<file path="config.mk">
export PLATFORM = sky130hd
export DESIGN_NAME = bcd_serial_adder
export DESIGN_NICKNAME = d
export VERILOG_FILES = /design/src/rtl/bcd_serial_adder.sv
export SDC_FILE = /design/constraint.sdc
export NUM_CORES = 1
export LEC_CHECK = 0
export CORE_MARGIN = 2
export CORE_UTILIZATION = 46
export DETAILED_ROUTE_END_ITERATION = 10
export GPL_TIMING_DRIVEN = 0
export PLACE_DENSITY = 0.79
export SETUP_SLACK_MARGIN = 0.15
export SLEW_MARGIN = 0
export SYNTH_ARGS = -nofsm -noshare
export SYNTH_HDL_FRONTEND = slang
export SYNTH_SLANG_ARGS = --single-unit
</file>
<file path="constraint.sdc">
create_clock -name clk -period 3.6 [get_ports clk]
set_input_delay 1.08 -clock clk [delete_from_list [all_inputs] [get_ports clk]]
set_output_delay 1.08 -clock clk [all_outputs]
set_load 0.05 [all_outputs]
</file>
<file path="src/rtl/bcd_serial_adder.sv">
// Serial packed-BCD adder: one decimal digit per clock, least significant
// digit first, with a carry flop chaining the digit steps.
//
// Handshake: start is level-sampled on every rising clk edge and is accepted
// whenever the FSM is not in ADD (IDLE or DONE). Operands and cin only need to
// be valid in the accepting cycle. busy is high while digits are processed.
// done pulses for one cycle when sum/cout/invalid have been refreshed.
module bcd_serial_adder #(
    parameter int DIGITS = 4
) (
    input  logic                  clk,
    input  logic                  rst_n,
    input  logic                  start,
    input  logic [4*DIGITS-1:0]   a,
    input  logic [4*DIGITS-1:0]   b,
    input  logic                  cin,
    output logic                  busy,
    output logic                  done,
    output logic [4*DIGITS-1:0]   sum,
    output logic                  cout,
    output logic                  invalid
);

    localparam int W     = 4 * DIGITS;
    localparam int IDX_W = (DIGITS > 1) ? $clog2(DIGITS) : 1;

    typedef enum logic [1:0] {
        S_IDLE = 2'd0,
        S_ADD  = 2'd1,
        S_DONE = 2'd2
    } state_t;

    state_t state_q, state_d;

    logic [W-1:0]     a_q, a_d;
    logic [W-1:0]     b_q, b_d;
    logic [W-1:0]     res_q, res_d;
    logic [W-1:0]     sum_q, sum_d;
    logic [IDX_W-1:0] idx_q, idx_d;
    logic             carry_q, carry_d;
    logic             err_q, err_d;
    logic             cout_q, cout_d;
    logic             inv_q, inv_d;
    logic             busy_q, busy_d;
    logic             done_q, done_d;

    logic             accept;
    logic             last_digit;
    logic [4:0]       t;
    logic [4:0]       t_adj;
    logic             gt9;
    logic [3:0]       digit;
    logic             digit_bad;

    // A new op can be taken in IDLE, and in DONE for back-to-back operation.
    assign accept     = start && (state_q != S_ADD);
    assign last_digit = (idx_q == IDX_W'(DIGITS - 1));

    // Single-digit BCD step on the current low digit of the operand shifters.
    always_comb begin
        t         = {1'b0, a_q[3:0]} + {1'b0, b_q[3:0]} + {4'b0000, carry_q};
        t_adj     = t + 5'd6;
        gt9       = (t > 5'd9);
        digit     = gt9 ? t_adj[3:0] : t[3:0];
        digit_bad = (a_q[3:0] > 4'd9) || (b_q[3:0] > 4'd9);
    end

    // Next-state logic.
    always_comb begin
        state_d = state_q;
        case (state_q)
            S_IDLE:  if (start) state_d = S_ADD;
            S_ADD:   if (last_digit) state_d = S_DONE;
            S_DONE:  state_d = start ? S_ADD : S_IDLE;
            default: state_d = S_IDLE;
        endcase
    end

    // Datapath: operand/result shifters, carry chain, error flag, result load.
    always_comb begin
        a_d     = a_q;
        b_d     = b_q;
        res_d   = res_q;
        idx_d   = idx_q;
        carry_d = carry_q;
        err_d   = err_q;
        sum_d   = sum_q;
        cout_d  = cout_q;
        inv_d   = inv_q;
        if (accept) begin
            a_d     = a;
            b_d     = b;
            carry_d = cin;
            idx_d   = '0;
            err_d   = 1'b0;
        end else if (state_q == S_ADD) begin
            // Operands shift down so the active digit is always bits [3:0];
            // result digits enter at the top and end up in LSD-first order.
            a_d            = a_q >> 4;
            b_d            = b_q >> 4;
            res_d          = res_q >> 4;
            res_d[W-1 -: 4] = digit;
            carry_d        = gt9;
            idx_d          = idx_q + IDX_W'(1);
            err_d          = err_q | digit_bad;
            if (last_digit) begin
                // An op with any non-BCD input digit reports only invalid.
                sum_d  = err_d ? '0 : res_d;
                cout_d = err_d ? 1'b0 : gt9;
                inv_d  = err_d;
            end
        end
    end

    // Output decode from the next state so busy/done are registered.
    always_comb begin
        busy_d = (state_d == S_ADD);
        done_d = (state_d == S_DONE);
    end

    // State and datapath registers with asynchronous clear.
    always_ff @(posedge clk or negedge rst_n) begin
        if (!rst_n) begin
            state_q <= S_IDLE;
            a_q     <= '0;
            b_q     <= '0;
            res_q   <= '0;
            sum_q   <= '0;
            idx_q   <= '0;
            carry_q <= 1'b0;
            err_q   <= 1'b0;
            cout_q  <= 1'b0;
            inv_q   <= 1'b0;
            busy_q  <= 1'b0;
            done_q  <= 1'b0;
        end else begin
            state_q <= state_d;
            a_q     <= a_d;
            b_q     <= b_d;
            res_q   <= res_d;
            sum_q   <= sum_d;
            idx_q   <= idx_d;
            carry_q <= carry_d;
            err_q   <= err_d;
            cout_q  <= cout_d;
            inv_q   <= inv_d;
            busy_q  <= busy_d;
            done_q  <= done_d;
        end
    end

    assign busy    = busy_q;
    assign done    = done_q;
    assign sum     = sum_q;
    assign cout    = cout_q;
    assign invalid = inv_q;

endmodule
</file>
# == Word level (Yosys, flattened, before mapping) ==
# Cells that the tools add are included.
# word_totals
reg_bits,74
latch_bits,0
ramBits,0
mem_bits_ro,0
in_bits,36
output_inout_bits,20
memories,0
# classes
addsub,4
n_mul,0
div,0
n_lt_le_gt_ge,3
eq_ne,6
n_shift,0
muxes,17
n_bitwise,2
n_reduce_logical,6
# ops
cell,count
16-bit 2-to-1 mux,5
4-bit > comparator (second input constant),2
2-bit 2-to-1 mux,4
2-bit == test (second input constant),3
1-bit 2-to-1 mux,6
2-bit case mux with 3 select lines,1
4-bit by 4-bit adder with 5-bit output,1
5-bit by 1-bit adder with 5-bit output,1
5-bit by 4-bit > comparator with 1-bit output (second input constant),1
4-bit by 3-bit adder with 4-bit output (second input constant),1
2-bit by 1-bit == test with 1-bit output (second input constant),2
4-bit 2-to-1 mux,1
3-bit AND reduction,1
2-bit by 1-bit adder with 2-bit output (second input constant),1
2-bit zero test,1
2-bit by 1-bit inequality test with 1-bit output (second input constant),1
2-bit AND reduction,1
2-bit nonzero test,1
1-bit logical AND,1
1-bit logical OR,1
1-bit NOT,1
1-bit bitwise OR,1

# == Depth between registers and ports, before layout ==
# Gate-level depths: netlist (run 1).
# depth
ltp_word,5
mapped_depth,9

# == Worst setup path before layout (run 1) ==
# OpenSTA, ideal clock, no wires.
# synth_timing
kind,reg2reg
startpoint,register a_q[0]
endpoint,"register cout_q, in the netlist cout"
setup_ps,121
t_arrival_ps,2542
path_slack_ps,937
stages_incl_launch_ff,9
path_cell_list,dfrtp_1 fa_1 fa_1 xnor2_1 ha_1 nor2b_1 mux2i_1 o21ai_0 a22o_1
# synth_between
elab_chain_len,4
# synth_lines
item,line,text
from (decl),35,"logic [W-1:0] a_q, a_d;"
from (signal assigned),125,a_q <= '0;
from (signal assigned),138,a_q <= a_d;
4-bit by 4-bit adder with 5-bit output or 4-bit > comparator (tied branches),"61, 65",
5-bit by 1-bit adder with 5-bit output or 1-bit logical OR (tied branches),"61, 65",
5-bit by 4-bit > comparator with 1-bit output or 1-bit bitwise OR (tied branches),"63, 105",
1-bit 2-to-1 mux (*),109,cout_d = err_d ? 1'b0 : gt9;
to (signal assigned),145,cout_q <= cout_d;
to (decl),42,"logic cout_q, cout_d;"
# Mark *: on every way between the ends. The rest lies on a longest branch, timed or not.
# A chain may end at the register's enable or synchronous reset.

# == Worst setup path after layout (run 1) ==
# Same ends and word-level chain as after synthesis.

==> out/metrics.yaml, run 1 <==
run_status:
  outcome: "completed"
critical_path:
  rrSetupSlack_ns: 0.44
  reg2regPathDepth: 8
  critPathLaunch: "a_q[0]"
  rr_startpoint: "a_q[0]"
  cp.required_ns: 3.83
  worstSetupPathType: "flip-flop to flip-flop"
  path_delay_family: "adder cells"
  path_cells: "fa_1, fa_1, xnor2_1, ha_1, nor2b_1, mux2i_1, o21ai_0, a22o_1"
  crit_fanout: 7
  endpoint_kind: "flip-flop"
  cp_common_cell: "fa_1"
  crit_path_max_incr_delay_ns: 0.47
  arrival_ns: 3.39
  rr_endpoint: "cout"
  crit_slowest_cell: "fa_1"
  cp-start-kind: "flip-flop"
  worst-path-buf-inv: 0
floorplan:
  initial_core_util: 0.4689
  die_y_um: 86.53
  row_count: 30
  dieArea_um2: 7487
  ioPinCount: 56
  core_area_um2: 6681
  die_w_um: 86.53
synth:
  synth_edf_count: 0
  synth_seq_cells: 70
  yosys.area_share.adder: 0.03275
  synth.most_common_cell: "dfrtp_1"
  yosys-top-cells-area: "dfrtp_1, mux2i_1, nand2_1"
  synth_xor_area_frac: 0.005591
  yosys_warnings: 0
  synth_nets: 335
  synthMuxAreaShare: 0.1150
  synth_compound_area_frac: 0.1410
  synth_cell_type_count: 34
  synth_top_family_by_area: "compound AO/OA/AOI/OAI gates"
  synth_common_cells: "dfrtp_1, nand2_1, mux2i_1, o21ai_0, a22o_1"
  yosysSeqAreaShare: 0.5591
  async_reset_ff_frac: 1.000
  synth_top_cell_by_area: "dfrtp_1"
  syn_avg_cell_area_um2: 10.73
  synth_area_um2: 3133
  synthSimpleGateAreaFrac: 0.1162
  postSynthCellCount: 292
  synth_ff_type: "dfrtp_1"
  synth_top_area_frac: 0.5591
clock_network:
  hold_buffers: 0
  clock_sinks: 70
  clkSlewWorstSetupHoldPaths_ns: 0.07
  htree_num_levels: 3
  insertion_delay_ns: 0.34
  cts_root_buf: "clkbuf_8"
  cts.path.max_buffers: 2
  cts_resized: 0
  tritoncts: "built"
  post_cts_buffers: 0
  cts_made_buffers: 9
global_route:
  grt_pass1_wl_mm: 10.92
  overflow: 0
  grt_usage: 0.1865
  grt_max_degree: 71
  antenna_found_initial: 0
  first_global_vias: 2379
drt:
  vias: 2378
  ant_nets: 0
  drt_iter0_markers: 116
  finalWirelength_mm: 6.350
  drc: 0
  vias_per_cell: 5.380
  first_pass_iters: 4
  wl_per_cell_um: 14.37
sta:
  setup_slack_ns: 0.4371
  period_share: 0.8786
  setup_violations: 0
  report.final.slew_viol_count: 0
  rsz0062_at_grt: "false"
  fmax_mhz: 316.2
  min_period_ns: 3.163
  skew_ns: 0.007515
  worst_slew_pin_slew_ns: 0.8817
  hold_viol_final: 0
  relSlewSlack: 0.4122
worst_hold_path:
  hold_path_class: "flip-flop to flip-flop"
  hold-path-cell-count: 2
  min_from: "res_q[6]"
  hold_end: "res_q[6]"
power:
  cellLeakagePower_nw: 1.894
  powerDensity_nw_per_um2: 976.5
  irDropWorstVdd_mv: 0.4364
  total_power_mw: 3.893
placed_design:
  place_hpwl_mm: 4.581
  dpl_cell_area_um2: 3771
  gp_congestion: 0.7963
  portBuffers: 54
  dp_slack_ns: 0.4683
finish:
  drive_gt1_frac: 0.06906
  antenna_cells: 0
  fillCellCount: 567
  final_nets: 400
  final_area_um2: 3986
  area_growth_pct: 27.24
run:
  drv_cap: 0
-- through the flow --
step                setup TNS (ns)  std cells  hold slack (ns)    util
finish                           0        442           0.4761  0.5966
global route                     0        442           0.5082  0.5966
CTS                              0        442           0.4815  0.5966
detailed placement               0        426           0.4642  0.5644
global placement            -54.77        426           0.4578  0.5648
floorplan                        0        292           0.4467       -
-- registers in the layout, summed over array words and instances, names as in the netlist --
signal / count
a_q: 16
b_q: 16
sum: 16
res_q: 12
idx_q: 2
state_q: 2
busy: 1
carry_q: 1
cout: 1
done: 1
err_q: 1
invalid: 1
-- where the power goes --
part / leakage (nW) / internal [mW] / switching (mW) / total [mW]
combinational: 0.880 / 0.729 / 1.17 / 1.90
clock: 0.110 / 0.407 / 0.281 / 0.689
sequential: 0.904 / 1.11 / 0.202 / 1.31
total: 1.89 / 2.24 / 1.65 / 3.89
-- layout by cell type, fill, tap and decap left out, drive strengths merged, types with 4 or more instances in the layout --
master and count:
o21ai 35, inv 7, a21oi 5, clkbuf 25, ha 5, clkdlybuf4s50 53, nor2 12, buf 5
a22o 14, a21o 4, dfrtp 70, mux2i 36, nand2 60
-- layer usage --
layer / track usage / wire length, um / vias up
met2: 0.3119 / 3100 / 79
met1: 0.2395 / 2821 / 1146
met4: 0.04261 / 76 / 0
met5: 0 / 0 / -
met3: 0.05714 / 351 / 8
li1: - / - / 1145
-- worst register-to-register path, cell delays in order (launching register included) --
cell,delay (ns)
dfrtp_1,0.41
fa_1,0.47
fa_1,0.46
xnor2_1,0.32
ha_1,0.36
nor2b_1,0.10
mux2i_1,0.40
o21ai_0,0.26
a22o_1,0.25
-- logic make-up (layout without fill, tap and decap cells) --
family | after synthesis | count (layout)
AND/OR/NAND/NOR | 86 | 86
buffers and inverters | 24 | 94
flip-flops | 70 | 70
adder cells (fa/ha/maj) | 7 | 7
XOR/XNOR | 2 | 2
multiplexers | 36 | 36
AO/OA/AOI/OAI | 67 | 67
-- how the worst max path moves through the flow --
| stage | end | slack [ns] | cells after the start |
|---|---|---|---|
| finish | cout | 0.44 | 8 |
| global route | cout | 0.21 | 8 |
| CTS | cout | 0.45 | 8 |
| detailed placement | cout | 0.47 | 8 |
| global placement | b_q[15] | -0.79 | 1 |
| floorplan | cout | 0.94 | 8 |
-- area by class of cell --
type	count	area [um2]	share of cell area
Clock buffer	12	145.1	0.03641
Buffer	17	68.82	0.01726
Clock inverter	4	70.07	0.01758
Inverter	7	26.28	0.006591
Sequential cell	70	1752	0.4394
Tap cell	80	100.1	0.02511
Multi-Input combinational cell	198	1286	0.3227
Timing Repair Buffer	54	538.0	0.1350
Note: power is estimated with default switching activity, not from simulation.
==> run 2, diff against run 1 <==
- GPL_TIMING_DRIVEN: 0 -> not set
==> run 2 against run 1 <==
Compared with the run above: clock power increased by 3.9%; routed wire length fell by 3.7%; global-route usage is 0.39 points lower; clock-buffer cell count fell by 2; sequential share of layout area is 0.096 points lower; flip-flop and latch count unchanged; sequential power about the same; highest routed layer unchanged; die area unchanged; non-clock buffer count decreased by 11.
==> out/metrics.yaml, run 2 (synthesis results as in run 1) <==
run_status:
  outcome: "completed"
floorplan:
  core_area_um2: 6681  # unchanged
  row_count: 30  # unchanged
  dieArea_um2: 7487  # unchanged
  initial_core_util: 0.4689  # unchanged
  die_w_um: 86.53  # unchanged
  die_y_um: 86.53  # unchanged
  ioPinCount: 56  # unchanged
drt:
  first_pass_iters: 4  # unchanged
  drc: 0  # unchanged
  drt_iter0_markers: 121  # +4.3%
  finalWirelength_mm: 6.118  # -3.7%
  ant_nets: 0  # unchanged
  wl_per_cell_um: 14.19  # -1.2%
  vias_per_cell: 5.306  # -1.4%
  vias: 2287  # -3.8%
placed_design:
  gp_congestion: 0.7683  # -3.5%
  place_hpwl_mm: 4.271  # -6.8%
  dpl_cell_area_um2: 3762  # -0.23%
  portBuffers: 55  # +1.9%
power:
  p_seq_frac: 0.339  # +0.003
  total_power_mw: 3.865  # -0.72%
  clkPwrFrac: 0.185  # +0.008
  power.switching_mw: 1.623  # -1.6%
  p_int_mw: 2.242  # about the same
  combPwrFrac: 0.476  # -0.011
  irDropWorstVdd_mv: 0.3511  # -20%
  powerDensity_nw_per_um2: 967.4  # -0.94%
  cellLeakagePower_nw: 1.906  # +0.63%
  swShare: 0.4200  # -0.003966
finish:
  multi_input_area_um2: 1294  # +0.58%
  register_area_um2: 1752  # unchanged
  mostFrequentLayoutCells: "dfrtp_1, nand2_1, clkdlybuf4s50_1"
  final_nets: 389  # -2.8%
  final_common_cell: "dfrtp_1"
  final_area_um2: 3995  # +0.22%
  fillCellCount: 590  # +4.1%
  antenna_cells: 0  # unchanged
  area_growth_pct: 27.52
  drive_gt1_frac: 0.08547  # +0.01641
critical_path:
  path_cells: "fa_1, fa_1, xnor2_1, ha_1, nor2b_1, mux2i_1, o21ai_0, a22o_1"
  path_delay_family: "adder cells"
  critPathLaunch: "a_q[0]"
  cp.required_ns: 3.84  # about the same
  crit_fanout: 7  # unchanged
  endpoint: "cout"
  endpoint_kind: "flip-flop"
  rr_endpoint: "cout"
  crit_slowest_cell: "fa_1"
  worstSetupPathType: "flip-flop to flip-flop"
  crit_path_max_incr_delay_ns: 0.47  # about the same
  cp_common_cell: "fa_1"
  reg2regPathDepth: 8  # unchanged
  cp.depth: 8  # unchanged
  rrSetupSlack_ns: 0.59  # +0.15 ns
  rr_startpoint: "a_q[0]"
  cp-start-kind: "flip-flop"
  arrival_ns: 3.25  # -0.14 ns
  worst-path-buf-inv: 0  # unchanged
global_route:
  grt_max_degree: 51  # -28%
  antenna_found_initial: 0  # unchanged
  first_global_vias: 2301  # -3.3%
  grt_pass1_wl_mm: 10.56  # -3.3%
  overflow: 0  # unchanged
  grt_usage: 0.1826  # -0.003933
clock_network:
  cts_made_buffers: 9  # unchanged
  cts_root_buf: "clkbuf_8"
  cts.path.max_buffers: 2  # unchanged
  post_cts_buffers: 0  # unchanged
  htree_num_levels: 3  # unchanged
  cts_resized: 0  # unchanged
  tritoncts: "built"
  hold_buffers: 0  # unchanged
  clkSlewWorstSetupHoldPaths_ns: 0.08  # about the same
  insertion_delay_ns: 0.35  # about the same
  clock_sinks: 70  # unchanged
sta:
  rsz0062_at_grt: "false"
  relSlewSlack: 0.3701  # -0.04214
  report.final.slew_viol_count: 0  # unchanged
  setup_violations: 0  # unchanged
  setup_tns_ns: 0  # unchanged
  period_share: 0.8369  # -0.04173
  skew_ns: 0.01016  # +0.002647 ns
  hold_viol_final: 0  # unchanged
  worst_slew_pin_slew_ns: 0.9429  # +0.06122 ns
  min_period_ns: 3.013  # -0.1502 ns
  holdWs_ns: 0.4801  # +0.004063 ns
  fmax_mhz: 331.9  # +5.0%
run:
  drv_cap: 0  # unchanged
worst_hold_path:
  hold_path_class: "flip-flop to flip-flop"
  min_from: "b_q[14]"
-- run 2: changes by cell type in the layout (fill, tap and decap cells not counted), sizes merged --
| cell | before | now |
|---|---|---|
| buf | 5 | 7 |
| clkinv | 2 | 4 |
| clkbuf | 25 | 10 |
-- run 2: worst min-delay path by stage --
stage,to,slack (ns),depth (start not counted)
floorplan,res_q[4],0.45,2
global placement,b_q[3],0.46,2
detailed placement,res_q[7],0.47,2
CTS,res_q[7],0.48,2
global route,res_q[6],0.51,2
finish,b_q[10],0.48,2
-- run 2: power groups by stage --
stage / clock (mW) / combinational, mW / sequential [mW]
after floorplan: 0 / 1.11 / 1.56
after global placement: 0 / 1.78 / 1.31
after detailed placement: 0 / 1.84 / 1.33
after CTS: 0.735 / 1.86 / 1.31
after global routing: 0.769 / 2.07 / 1.35
final: 0.716 / 1.84 / 1.31
-- run 2: cell type report --
cell class                 instances  area share
clock buffer                      10     0.03445
clock inverter                     6     0.02380
inverter                           7    0.006577
multi-input combinational        198      0.3238
sequential                        70      0.4385
tap                               80     0.02505
timing repair buffer              60      0.1478
-- run 2: metal layers --
layer	global-route usage	vias up	routed length, um
met3	0.04667	8	325
met4	0.08097	0	96
li1	-	1115	-
met5	0	-	0
met1	0.2352	1109	2764
met2	0.2923	55	2932
-- run 2: worst register-to-register path, stage by stage (launching register included) --
cell and delay [ns]:
dfrtp_1 0.41, fa_1 0.47, fa_1 0.45, xnor2_1 0.32
ha_1 0.34, nor2b_1 0.10, mux2i_1 0.41, o21ai_0 0.20
a22o_1 0.23
-- run 2: metrics by stage --
| step | std cells | utilization | setup WS, ns |
|---|---|---|---|
| 6_report | 431 | 0.5979 | 0.5873 |
| 5_1_grt | 431 | 0.5979 | 0.3434 |
| 4_1_cts | 431 | 0.5979 | 0.6023 |
| 3_5_place_dp | 415 | 0.5631 | 0.6177 |
| 3_3_place_gp | 415 | 0.5631 | 0.7369 |
| 2_1_floorplan | 292 | - | 0.9374 |
==> run 3, diff against run 2 <==
- clock period: 3.6 -> 2.9 ns (I/O delays scaled with it)
==> run 3 against run 2 <==
Compared with the run above: first-iteration DRC count is 9.1% lower; non-clock buffer count grew 6; clock-buffer cell count did not move; critical path depth is 1 higher; combinational power is 37% higher; critical path type unchanged.
==> out/metrics.yaml, run 3 (synthesis results as in run 1) <==
drt:
  first_pass_iters: 4  # unchanged
  ant_nets: 0  # unchanged
  vias: 2316  # +1.3%
  wl_per_cell_um: 14.36  # +1.1%
  drt_iter0_markers: 110  # -9.1%
  finalWirelength_mm: 6.274  # +2.5%
  drc: 0  # unchanged
  vias_per_cell: 5.300  # -0.12%
power:
  cellLeakagePower_nw: 1.946  # +2.1%
  irDropWorstVdd_mv: 0.5095  # +45%
  powerDensity_nw_per_um2: 1251  # +29%
floorplan:
  dieArea_um2: 7487  # unchanged
  row_count: 30  # unchanged
  die_y_um: 86.53  # unchanged
  die_w_um: 86.53  # unchanged
  ioPinCount: 56  # unchanged
  initial_core_util: 0.4689  # unchanged
  core_area_um2: 6681  # unchanged
finish:
  stdcell_count: 437  # +1.4%
  final_nets: 395  # +1.5%
  area_growth_pct: 30.23
  drive_gt1_frac: 0.1120  # +0.02657
  final_common_cell: "dfrtp_1"
  antenna_cells: 0  # unchanged
  mostFrequentLayoutCells: "dfrtp_1, nand2_1, clkdlybuf4s50_1"
placed_design:
  dp.cells: 419  # +0.96%
  place_hpwl_mm: 4.381  # +2.6%
  gp_congestion: 0.8059  # +4.9%
  portBuffers: 55  # unchanged
  dp_slack_ns: -0.006565  # -0.6242 ns
sta:
  setup_slack_ns: 0.2331  # -0.3542 ns
  setup_violations: 0  # unchanged
  setup_tns_ns: 0  # unchanged
  rsz0062_at_grt: "false"
  hold_viol_final: 0  # unchanged
  report.final.slew_viol_count: 0  # unchanged
  relSlewSlack: 0.5010  # +0.1310
  period_share: 0.9196  # +0.08276
  skew_ns: 0.006573  # -0.003589 ns
  fmax_mhz: 375.0  # +13%
  worst_slew_pin_slew_ns: 0.7469  # -0.1960 ns
  min_period_ns: 2.667  # -0.3458 ns
global_route:
  first_global_vias: 2330  # +1.3%
  grt_use_met3: 0.08000  # +0.03333
  grtUsageMet1: 0.2236  # -0.01163
  globalRoute.busiestLayer: "met2"
  grt_pass1_wl_mm: 10.75  # +1.8%
  grt_max_degree: 38  # -25%
  antenna_found_initial: 0  # unchanged
  grtUsageMet2: 0.3049  # +0.01259
  grt_usage: 0.1843  # +0.001757
  overflow: 0  # unchanged
worst_hold_path:
  hold_path_class: "flip-flop to flip-flop"
  hold-path-cell-count: 2  # unchanged
clock_network:
  htree_num_levels: 3  # unchanged
  cts.path.max_buffers: 2  # unchanged
  clkSlewWorstSetupHoldPaths_ns: 0.08  # about the same
  clock_sinks: 70  # unchanged
  cts_root_buf: "clkbuf_8"
  cts_made_buffers: 9  # unchanged
  insertion_delay_ns: 0.34  # about the same
  tritoncts: "built"
critical_path:
  worstSetupPathType: "flip-flop to flip-flop"
  reg2regPathDepth: 9  # +1
  arrival_ns: 2.93  # -0.32 ns
  crit_slowest_cell: "fa_2"
  rrSetupSlack_ns: 0.23  # -0.35 ns
  crit_fanout: 7  # unchanged
  path_cells: "fa_2, fa_2, xnor2_4, ha_2, nor2b_1, mux2i_1, buf_4, o311a_1, o21ai_2"
  cp.required_ns: 3.16  # -0.68 ns
  cp-start-kind: "flip-flop"
  crit_path_max_incr_delay_ns: 0.44  # -0.03 ns
  cp_common_cell: "fa_2"
  endpoint_kind: "flip-flop"
run_status:
  outcome: "completed"
run:
  drv_cap: 0  # unchanged
-- run 3: path summary, 6_finish.rpt --
check,from,to
max in group asynchronous,rst_n,a_q[1]
max reg2reg,a_q[0],res_q[14]
min reg2reg,b_q[6],b_q[2]
max,a_q[0],res_q[14]
min,b_q[6],b_q[2]
min in group asynchronous,rst_n,sum[7]
-- run 3: final cells by class --
class                           instances  area (um2)
Sequential cell                        70        1752
Timing Repair Buffer                   66       635.6
Clock buffer                           10       137.6
Fill cell                             571        2601
Multi-Input combinational cell        198        1320
Tap cell                               80       100.1
Inverter                                7       26.28
Clock inverter                          6       108.9
-- run 3: power by group --
group / leakage (nW) / internal [mW] / switching, mW / total [mW]
Combinational: 0.916 / 1.05 / 1.48 / 2.52
Clock: 0.126 / 0.593 / 0.361 / 0.954
Sequential: 0.904 / 1.37 / 0.254 / 1.63
-- run 3: worst max-delay path: cells and delay by family (launching register included) --
kind | cells | cell delay, ns
multiplexers | 1 | 0.13
adder cells (fa/ha/maj) | 3 | 1.11
AND/OR/NAND/NOR | 1 | 0.16
buffers and inverters | 1 | 0.16
XOR/XNOR | 1 | 0.17
flip-flops | 1 | 0.41
AO/OA/AOI/OAI | 2 | 0.46
-- run 3: per-layer routing --
| metal | part of all wire | vias to the layer above | wire length [um] |
|---|---|---|---|
| li1 | - | 1127 | - |
| met1 | 0.43 | 1114 | 2706 |
| met2 | 0.49 | 68 | 3089 |
| met3 | 0.066 | 7 | 413 |
| met4 | 0.010 | 0 | 65 |
| met5 | 0 | - | 0 |
-- run 3: what timing repair did --
action / 4_1_cts / 5_1_grt
resized for setup: 3 / 2
buffers inserted: 0 / 2
endpoints found under the setup margin: 6 / 5
cloned: 0 / 0
hold endpoints to repair: 0 / 0
hold buffers: 0 / 0
pin swaps: 0 / 1
-- run 3: per-stage QoR --
stage / hold WS [ns] / utilization / area, um2 / total power [mW]
2_1_floorplan: 0.4467 / - / 3133 / 3.308
3_3_place_gp: 0.4592 / 0.5676 / 3792 / 3.890
3_5_place_dp: 0.4633 / 0.5676 / 3792 / 4.022
4_1_cts: 0.4880 / 0.6064 / 4051 / 5.039
5_1_grt: 0.5064 / 0.6107 / 4080 / 5.490
6_report: 0.4833 / 0.6107 / 4080 / 5.103
